## src/rtl/knockout_pkg.sv

```systemverilog
`default_nettype none
// ============================================================================
//  Module      : knockout_pkg
//  Description : Shared types and helpers for the knockout bracket engine:
//                FSM state encoding, result_sel encodings, width helper.
//  Revision    : 1.0 - initial release
// ============================================================================
package knockout_pkg;

    // Tournament engine states
    typedef enum logic [1:0] {
        IDLE = 2'd0,
        PLAY = 2'd1,
        DONE = 2'd2
    } state_t;

    // result_sel encodings
    localparam logic HOME_WINS = 1'b0;
    localparam logic AWAY_WINS = 1'b1;

    // Bits needed to index n items, never less than one bit
    function automatic int width_of(input int n);
        return (n <= 2) ? 1 : $clog2(n);
    endfunction

endpackage : knockout_pkg
`default_nettype wire

```

## src/rtl/knockout_history.sv

```systemverilog
`default_nettype none
// ============================================================================
//  Module      : knockout_history
//  Description : Register file recording the winner of every transfer in
//                play order. Write pointer restarts on clear (start) and rst;
//                combinational read, out-of-range addresses read as zero.
//                Only instantiated when KNOCKOUT_HISTORY_EN is defined.
//  Revision    : 1.0 - initial release
// ============================================================================
module knockout_history #(
    parameter int NUM_TEAMS = 8,
    parameter int ID_W      = 3,
    parameter int RND_W     = 3
) (
    input  logic             clk,
    input  logic             rst,
    input  logic             clear,
    input  logic             wr_en,
    input  logic [ID_W-1:0]  wr_data,
    input  logic [RND_W:0]   rd_addr,
    output logic [ID_W-1:0]  rd_data
);

    localparam int DEPTH = NUM_TEAMS - 1;

    logic [ID_W-1:0] r_mem [DEPTH];
    logic [RND_W:0]  r_ptr;

    // Append each winner at the write pointer; pointer restarts on clear
    always_ff @(posedge clk or posedge rst) begin
        if (rst) begin
            for (int k = 0; k < DEPTH; k++) begin
                r_mem[k] <= '0;
            end
            r_ptr <= '0;
        end else if (clear) begin
            r_ptr <= '0;
        end else if (wr_en && (int'(r_ptr) < DEPTH)) begin
            for (int k = 0; k < DEPTH; k++) begin
                if (int'(r_ptr) == k) begin
                    r_mem[k] <= wr_data;
                end
            end
            r_ptr <= r_ptr + 1'b1;
        end
    end

    // Read mux; addresses past the last entry return zero
    always_comb begin
        rd_data = '0;
        for (int k = 0; k < DEPTH; k++) begin
            if (int'(rd_addr) == k) begin
                rd_data = r_mem[k];
            end
        end
    end

endmodule : knockout_history
`default_nettype wire

```

## src/rtl/knockout_bracket.sv

```systemverilog
`default_nettype none
// ============================================================================
//  Module      : knockout_bracket
//  Description : Sequential single-elimination tournament engine. Loads a
//                bracket of NUM_TEAMS team IDs, presents one match per
//                handshake, compacts winners in place round by round and
//                reports the champion.
//                Optional match-winner history enabled by the macro
//                KNOCKOUT_HISTORY_EN (otherwise hist_rd_data reads zero).
//  Revision    : 1.0 - initial release
// ============================================================================
module knockout_bracket
    import knockout_pkg::*;
#(
    parameter int NUM_TEAMS = 8,
    parameter int ID_W      = width_of(NUM_TEAMS),
    parameter int RND_W     = width_of(NUM_TEAMS)
) (
    input  logic                      clk,
    input  logic                      rst,
    input  logic                      start,
    input  logic [NUM_TEAMS*ID_W-1:0] team_ids,
    output logic                      match_valid,
    output logic [ID_W-1:0]           match_home,
    output logic [ID_W-1:0]           match_away,
    output logic [RND_W-1:0]          match_round,
    output logic [RND_W-1:0]          match_idx,
    input  logic                      result_valid,
    input  logic                      result_sel,
    output logic                      busy,
    output logic [ID_W-1:0]           champion,
    output logic                      champion_valid,
    input  logic [RND_W:0]            hist_rd_addr,
    output logic [ID_W-1:0]           hist_rd_data
);

    // Remaining-team counter must hold NUM_TEAMS itself
    localparam int              CNT_W  = $clog2(NUM_TEAMS) + 1;
    localparam logic [CNT_W-1:0] c_TWO  = CNT_W'(2);
    localparam logic [CNT_W-1:0] c_FULL = CNT_W'(NUM_TEAMS);

    state_t            r_state;
    state_t            w_state_next;
    logic [ID_W-1:0]   r_slots [NUM_TEAMS];
    logic [RND_W-1:0]  r_round;
    logic [RND_W-1:0]  r_match;
    logic [CNT_W-1:0]  r_remaining;
    logic [ID_W-1:0]   r_champion;
    logic              r_champion_valid;

    logic              w_start;
    logic              w_transfer;
    logic              w_last_in_round;
    logic              w_final;
    logic [ID_W-1:0]   w_home;
    logic [ID_W-1:0]   w_away;
    logic [ID_W-1:0]   w_winner;

    assign w_start         = start && (r_state != PLAY);
    assign w_transfer      = (r_state == PLAY) && result_valid;
    assign w_last_in_round = (int'(r_match) == ((int'(r_remaining) >> 1) - 1));
    assign w_final         = (r_remaining == c_TWO);
    assign w_winner        = (result_sel == AWAY_WINS) ? w_away : w_home;

    // Select the pair of slots for the current match
    always_comb begin
        w_home = '0;
        w_away = '0;
        for (int k = 0; k < NUM_TEAMS / 2; k++) begin
            if (int'(r_match) == k) begin
                w_home = r_slots[2*k];
                w_away = r_slots[2*k+1];
            end
        end
    end

    // State register
    always_ff @(posedge clk or posedge rst) begin
        if (rst) begin
            r_state <= IDLE;
        end else begin
            r_state <= w_state_next;
        end
    end

    // Next-state logic and match presentation outputs
    always_comb begin
        w_state_next = r_state;
        match_valid  = 1'b0;
        busy         = 1'b0;
        match_home   = '0;
        match_away   = '0;
        match_round  = '0;
        match_idx    = '0;
        case (r_state)
            IDLE, DONE: begin
                if (start) begin
                    w_state_next = PLAY;
                end
            end
            PLAY: begin
                match_valid = 1'b1;
                busy        = 1'b1;
                match_home  = w_home;
                match_away  = w_away;
                match_round = r_round;
                match_idx   = r_match;
                if (w_transfer && w_last_in_round && w_final) begin
                    w_state_next = DONE;
                end
            end
            default: begin
                w_state_next = IDLE;
            end
        endcase
    end

    // Bracket load, in-place winner compaction, round and champion tracking.
    // Writing slot[match] never clobbers an unplayed pair because match <= 2*match.
    always_ff @(posedge clk or posedge rst) begin
        if (rst) begin
            for (int k = 0; k < NUM_TEAMS; k++) begin
                r_slots[k] <= '0;
            end
            r_round          <= '0;
            r_match          <= '0;
            r_remaining      <= '0;
            r_champion       <= '0;
            r_champion_valid <= 1'b0;
        end else if (w_start) begin
            for (int k = 0; k < NUM_TEAMS; k++) begin
                r_slots[k] <= team_ids[k*ID_W +: ID_W];
            end
            r_round          <= '0;
            r_match          <= '0;
            r_remaining      <= c_FULL;
            r_champion       <= '0;
            r_champion_valid <= 1'b0;
        end else if (w_transfer) begin
            for (int k = 0; k < NUM_TEAMS / 2; k++) begin
                if (int'(r_match) == k) begin
                    r_slots[k] <= w_winner;
                end
            end
            if (w_last_in_round) begin
                r_remaining <= r_remaining >> 1;
                r_match     <= '0;
                r_round     <= r_round + 1'b1;
                if (w_final) begin
                    r_champion       <= w_winner;
                    r_champion_valid <= 1'b1;
                end
            end else begin
                r_match <= r_match + 1'b1;
            end
        end
    end

    assign champion       = r_champion;
    assign champion_valid = r_champion_valid;

`ifdef KNOCKOUT_HISTORY_EN
    knockout_history #(
        .NUM_TEAMS (NUM_TEAMS),
        .ID_W      (ID_W),
        .RND_W     (RND_W)
    ) u_history (
        .clk     (clk),
        .rst     (rst),
        .clear   (w_start),
        .wr_en   (w_transfer),
        .wr_data (w_winner),
        .rd_addr (hist_rd_addr),
        .rd_data (hist_rd_data)
    );
`else
    // No history storage: read port stays at zero
    logic w_unused_hist;
    assign w_unused_hist = ^hist_rd_addr;
    assign hist_rd_data  = '0;
`endif

endmodule : knockout_bracket
`default_nettype wire

```

## config.mk

```make
export PLATFORM = sky130hd
export DESIGN_NAME = knockout_bracket
export DESIGN_NICKNAME = d
export VERILOG_FILES = /design/src/rtl/knockout_pkg.sv /design/src/rtl/knockout_history.sv /design/src/rtl/knockout_bracket.sv
export SDC_FILE = /design/constraint.sdc
export NUM_CORES = 1
export LEC_CHECK = 0
export CAP_MARGIN = 20
export CORE_MARGIN = 2
export CORE_UTILIZATION = 50
export CTS_CLUSTER_DIAMETER = 100
export DETAILED_ROUTE_END_ITERATION = 10
export GPL_ROUTABILITY_DRIVEN = 0
export PLACE_DENSITY_LB_ADDON = 0.12
export SLEW_MARGIN = 25
export SYNTH_ARGS = -nofsm -noshare
export SYNTH_HDL_FRONTEND = slang
export SYNTH_SLANG_ARGS = --single-unit
```

## constraint.sdc

```tcl
create_clock -name clk -period 2.45 [get_ports clk]
set_input_delay 0.49 -clock clk [delete_from_list [all_inputs] [get_ports clk]]
set_output_delay 0.49 -clock clk [all_outputs]
set_load 0.01 [all_outputs]
```

# Word-level counts from Yosys, hierarchy flattened
# Index checks and enable logic that the tools add are counted.
[totals]
input_bits = 33
output_inout_bits = 21
regBits = 40
elab_cells = 88
[classes]
reduce_logical = 21
n_mux = 40
n_addsub = 3
n_eq_ne = 10
[ops]
columns = ["op", "n"]
rows = [
  ["3-bit two-way mux", 27],
  ["12-bit two-way mux", 2],
  ["2-bit nonzero test", 7],
  ["4-bit two-way mux", 3],
  ["2-bit AND reduction", 6],
  ["3-bit by 1-bit adder with 3-bit output, second input constant", 2],
  ["3-bit equality test, second input constant", 2],
  ["1-bit two-way mux", 5],
  ["4-bit by 2-bit equality test with 1-bit output, second input constant", 1],
  ["4-bit equality test", 1],
  ["1-bit logical AND", 4],
  ["2-bit two-way mux", 2],
  ["2-bit by 1-bit inequality test with 1-bit output, second input constant", 2],
  ["2-bit one-hot mux with 2 select lines", 1],
  ["3-bit by 1-bit subtractor with 4-bit output, second input constant", 1],
  ["3-bit by 2-bit equality test with 1-bit output, second input constant", 1],
  ["3-bit logical NOT", 1],
  ["3-bit AND reduction", 1],
  ["2-bit by 1-bit equality test with 1-bit output, second input constant", 1],
  ["2-bit equality test, second input constant", 1],
  ["2-bit logical NOT", 1],
  ["2-bit inequality test, second input constant", 1],
  ["2-bit OR reduction", 1],
]

# Longest topological paths before layout
[depth]
depth_word = 10
depth_mapped = 7
ltp_nobuf = 6

# Worst setup path before layout
# Ideal clock, no wire load.
[synth_timing]
path_type = "register to output"
startpoint = "register r_match[0]"
endpoint = "output match_away[2]"
path_buffers = 1
required_ns = 1.960
t_arrival_ns = 1.734
stages_incl_launch_ff = 8
setup_slack_ns = 0.226
path_cell_list = "dfrtp_1 ha_1 ha_1 or2_2 clkbuf_1 a211oi_1 a21oi_1 nor2_1"
[synth_via]
elab_chain_len = 6
elab_cells_between_ends = 9
classes_between = "3 x eq/ne; 5 x mux; 1 x reduce/logical"
[synth_lines]
columns = ["item", "line", "source"]
rows = [
  ["start: declaration", "knockout_bracket.sv:46", "logic [RND_W-1:0] r_match;"],
  ["start signal: assignment", "knockout_bracket.sv:154", "r_match <= r_match + 1'b1;"],
  ["3-bit logical NOT", "knockout_bracket.sv:70", "if (int'(r_match) == k) begin"],
  ["3-bit two-way mux (3 in a row)", "knockout_bracket.sv:70", ""],
  ["3-bit two-way mux *", "knockout_bracket.sv:70", ""],
  ["3-bit two-way mux *", "knockout_bracket.sv:95", "case (r_state)"],
  ["end: declaration", "knockout_bracket.sv:25", "output logic [ID_W-1:0] match_away,"],
]
# Mark *: on every way between the ends. The rest lies on a longest branch, timed or not.

# Final worst setup path
# Ends and elaborated chain as after synthesis.

==> impl_metrics.tcl <==
set metrics [dict create \
    ctsLongestPathBuffers 2 \
    p_total_w 0.00365 \
    antenna_found_initial 0 \
    worst_slew_pin_slew_ps 514 \
    grt_setup_unrepaired "yes" \
    grt_max_degree 41 \
    drv_slew 0 \
    reg2reg_from "r_match[0]" \
    synth.area.top_cells "dfrtp_1 (45%), nand2_1 (10%), a21oi_1 (4.0%)" \
    fillCellCount 375 \
    yosys_warnings 0 \
    ys.flop_type "dfrtp_1" \
    viasPerCell 5.54 \
    fin_nets 351 \
    core.rowCount 24 \
    r2r-end "r_slots[19]" \
    synth_cell_type_count 38 \
    die_w_um 71.0 \
    grt_pass1_vias 1913 \
    initial_utilization_pct 51.9 \
    cp-end-kind "output port" \
    worstHoldEndpoint "r_round[2]" \
    synth_seq_cells 40 \
    fmax_mhz 417 \
    peakVddDrop_uv 762 \
    avgSynthCellArea_um2 8.80 \
    drt-pass1-iter-count 4 \
    num_io_pins 54 \
    first_iter_violations 107 \
    ys_top_cells_by_count "nand2_1 (61), dfrtp_1 (40), a21oi_1 (18), nand3_1 (13), clkbuf_1 (11)" \
    num_vias 2018 \
    detail-route-antenna-nets 0 \
    grt_util_all_layers_pct 23.0 \
    die-area_um2 5040 \
    clockRootBuffer "clkbuf_8" \
    n_antenna_cell 0 \
    clk_pin_slew_ps 80 \
    seq_area_frac_synth_pct 44.6 \
    synth_cells 255 \
    core_area_um2 4320 \
    drive_above_1_share_pct 15.4 \
    whs_path_depth 1 \
    synth_top_area_share_pct 44.6 \
    synthesis.area_um2 2240 \
    holdWs_ps 474 \
    crit_required_ps 1960 \
    cts_made_buffers 5 \
    stdcell_count 364 \
    worstHoldStart "r_round[2]" \
    arrival_ps 1910 \
    r2r_setup_slack_ps 500 \
    drc 0 \
    htreeDepth 2 \
    hold_viol_final 0 \
    fin_crit_sh_pct 97.9 \
    wl_um 5310 \
    cts_tree "built" \
    crit_path_start_kind "flop" \
    synthArstFlopShare_pct 100 \
    clock_latency_ps 290 \
    cp_max_fo 6 \
    dieHeight_um 71.0 \
    power.leakage_nw 1.37 \
    relSlewSlack_pct 65.7 \
    setup_viol 0 \
    grt_pass1_wl_um 9150 \
    syn2layout_area_growth_pct 33.8 \
    synth_edf_count 0 \
    min_path_type "reg2reg" \
    drv_cap 0 \
    dp.cells 354 \
    rr_worst_depth 6 \
    overflow 0 \
    io_buffers 46 \
    yosys.area.top_type "dfrtp_1" \
    status "complete, no violations" \
    fin_crit_ps 2400 \
    wire_per_inst_um 14.6 \
    worstSetupPathType "reg2out" \
    dp_hpwl_um 3820 \
    skew_ps 7.22 \
    synth.most_common_cell "nand2_1" \
    cellPowerDensity_nw_per_um2 1220 \
    clkSinkCount 40 \
]
how the worst max path moves through the flow:
| stage | from | endpoint | depth (start not counted) |
|---|---|---|---|
| after detailed placement | r_match[0] | match_away[0] | 7 |
| after floorplan | r_match[0] | match_away[2] | 7 |
| after CTS | r_match[0] | match_away[2] | 7 |
| after global routing | r_match[0] | match_home[0] | 7 |
| after global placement | r_match[0] | match_away[0] | 7 |
| final | r_match[0] | match_away[2] | 7 |
layout make-up:
class	instances	area, µm²	share of cell area [%]
multi-input combinational	189	1220	40.7
sequential	40	1000	33.3
timing repair buffer	65	586	19.5
clock buffer	8	90.1	3.00
tap	52	65.1	2.17
inverter	10	37.5	1.25
flip-flops by register name, indices dropped and copies added (netlist names):
name and flops:
champion 3, champion_valid 1, r_match 3, r_remaining 4
r_round 3, r_slots 24, r_state 2
critical path: stages (launching register included):
cell and delay [ps]:
dfrtp_1 430, ha_2 200, ha_2 170, or2_4 300, a211oi_2 200, a21oi_1 60, nor2_1 120, buf_2 140
power by group:
group / switching (W) / internal [W]
Combinational: 0.00109 / 0.000952
Clock: 0.000219 / 0.000230
Sequential: 0.000219 / 0.000937
Total: 0.00153 / 0.00212
metal layers:
metal	part of all wire (%)	global-route usage (%)	vias to the layer above
met5	0	0	-
met4	0.68	4.82	0
met3	6.3	4.84	7
met2	47	36.6	52
met1	46	32.8	966
li1	-	-	993
through the flow:
stage | utilization [%] | area, µm² | setup slack, ps | TNS, ps
2_1_floorplan | - | 2250 | 226 | 0
3_3_place_gp | 65.2 | 2820 | -169 | -897
3_5_place_dp | 65.2 | 2820 | -202 | -981
4_1_cts | 68.0 | 2940 | 3.22 | 0
5_1_grt | 69.4 | 3000 | -47.5 | -160
6_report | 69.4 | 3000 | 50.6 | 0
cells by family (layout without fill, tap and decap cells):
family,count (synthesis),after routing,synth area share (%)
adder cells (fa/ha/maj),7,7,3.90
other,1,3,0.167
AND/OR/NAND/NOR,113,113,24.0
multiplexers,6,6,2.90
XOR/XNOR,2,2,1.39
buffers and inverters,28,83,6.08
AO/OA/AOI/OAI,58,58,16.9
flip-flops,40,40,44.6
layout by cell type (no fill, tap or decap), types with 2 or more instances in the layout:
cell type | Yosys | final
a211oi_2 | 0 | 2
a211oi_4 | 0 | 4
a21o_1 | 3 | 3
a21oi_1 | 18 | 17
a22oi_1 | 4 | 4
and2_1 | 5 | 5
buf_2 | 1 | 6
buf_4 | 4 | 18
clkbuf_1 | 11 | 2
clkbuf_8 | 0 | 6
clkdlybuf4s50_1 | 0 | 40
conb_1 | 1 | 3
dfrtp_1 | 40 | 40
ha_1 | 7 | 2
ha_2 | 0 | 2
ha_4 | 0 | 3
inv_1 | 9 | 9
mux2i_1 | 5 | 5
nand2_1 | 61 | 61
nand3_1 | 13 | 13
nand3b_1 | 6 | 6
nand4_1 | 5 | 5
nor2_1 | 10 | 10
nor2b_1 | 6 | 6
o211ai_1 | 9 | 9
o21ai_0 | 5 | 5
o22ai_1 | 3 | 3
o31ai_1 | 6 | 6
o32ai_1 | 2 | 2
timing repair:
action                     in CTS  in global routing
gates cloned                    0                  0
buffers inserted                2                  0
hold buffers                    0                  0
setup endpoints to repair       6                  6
resized for setup              33                 11
pin swaps                       8                  9
(Power assumes the default switching activity.)
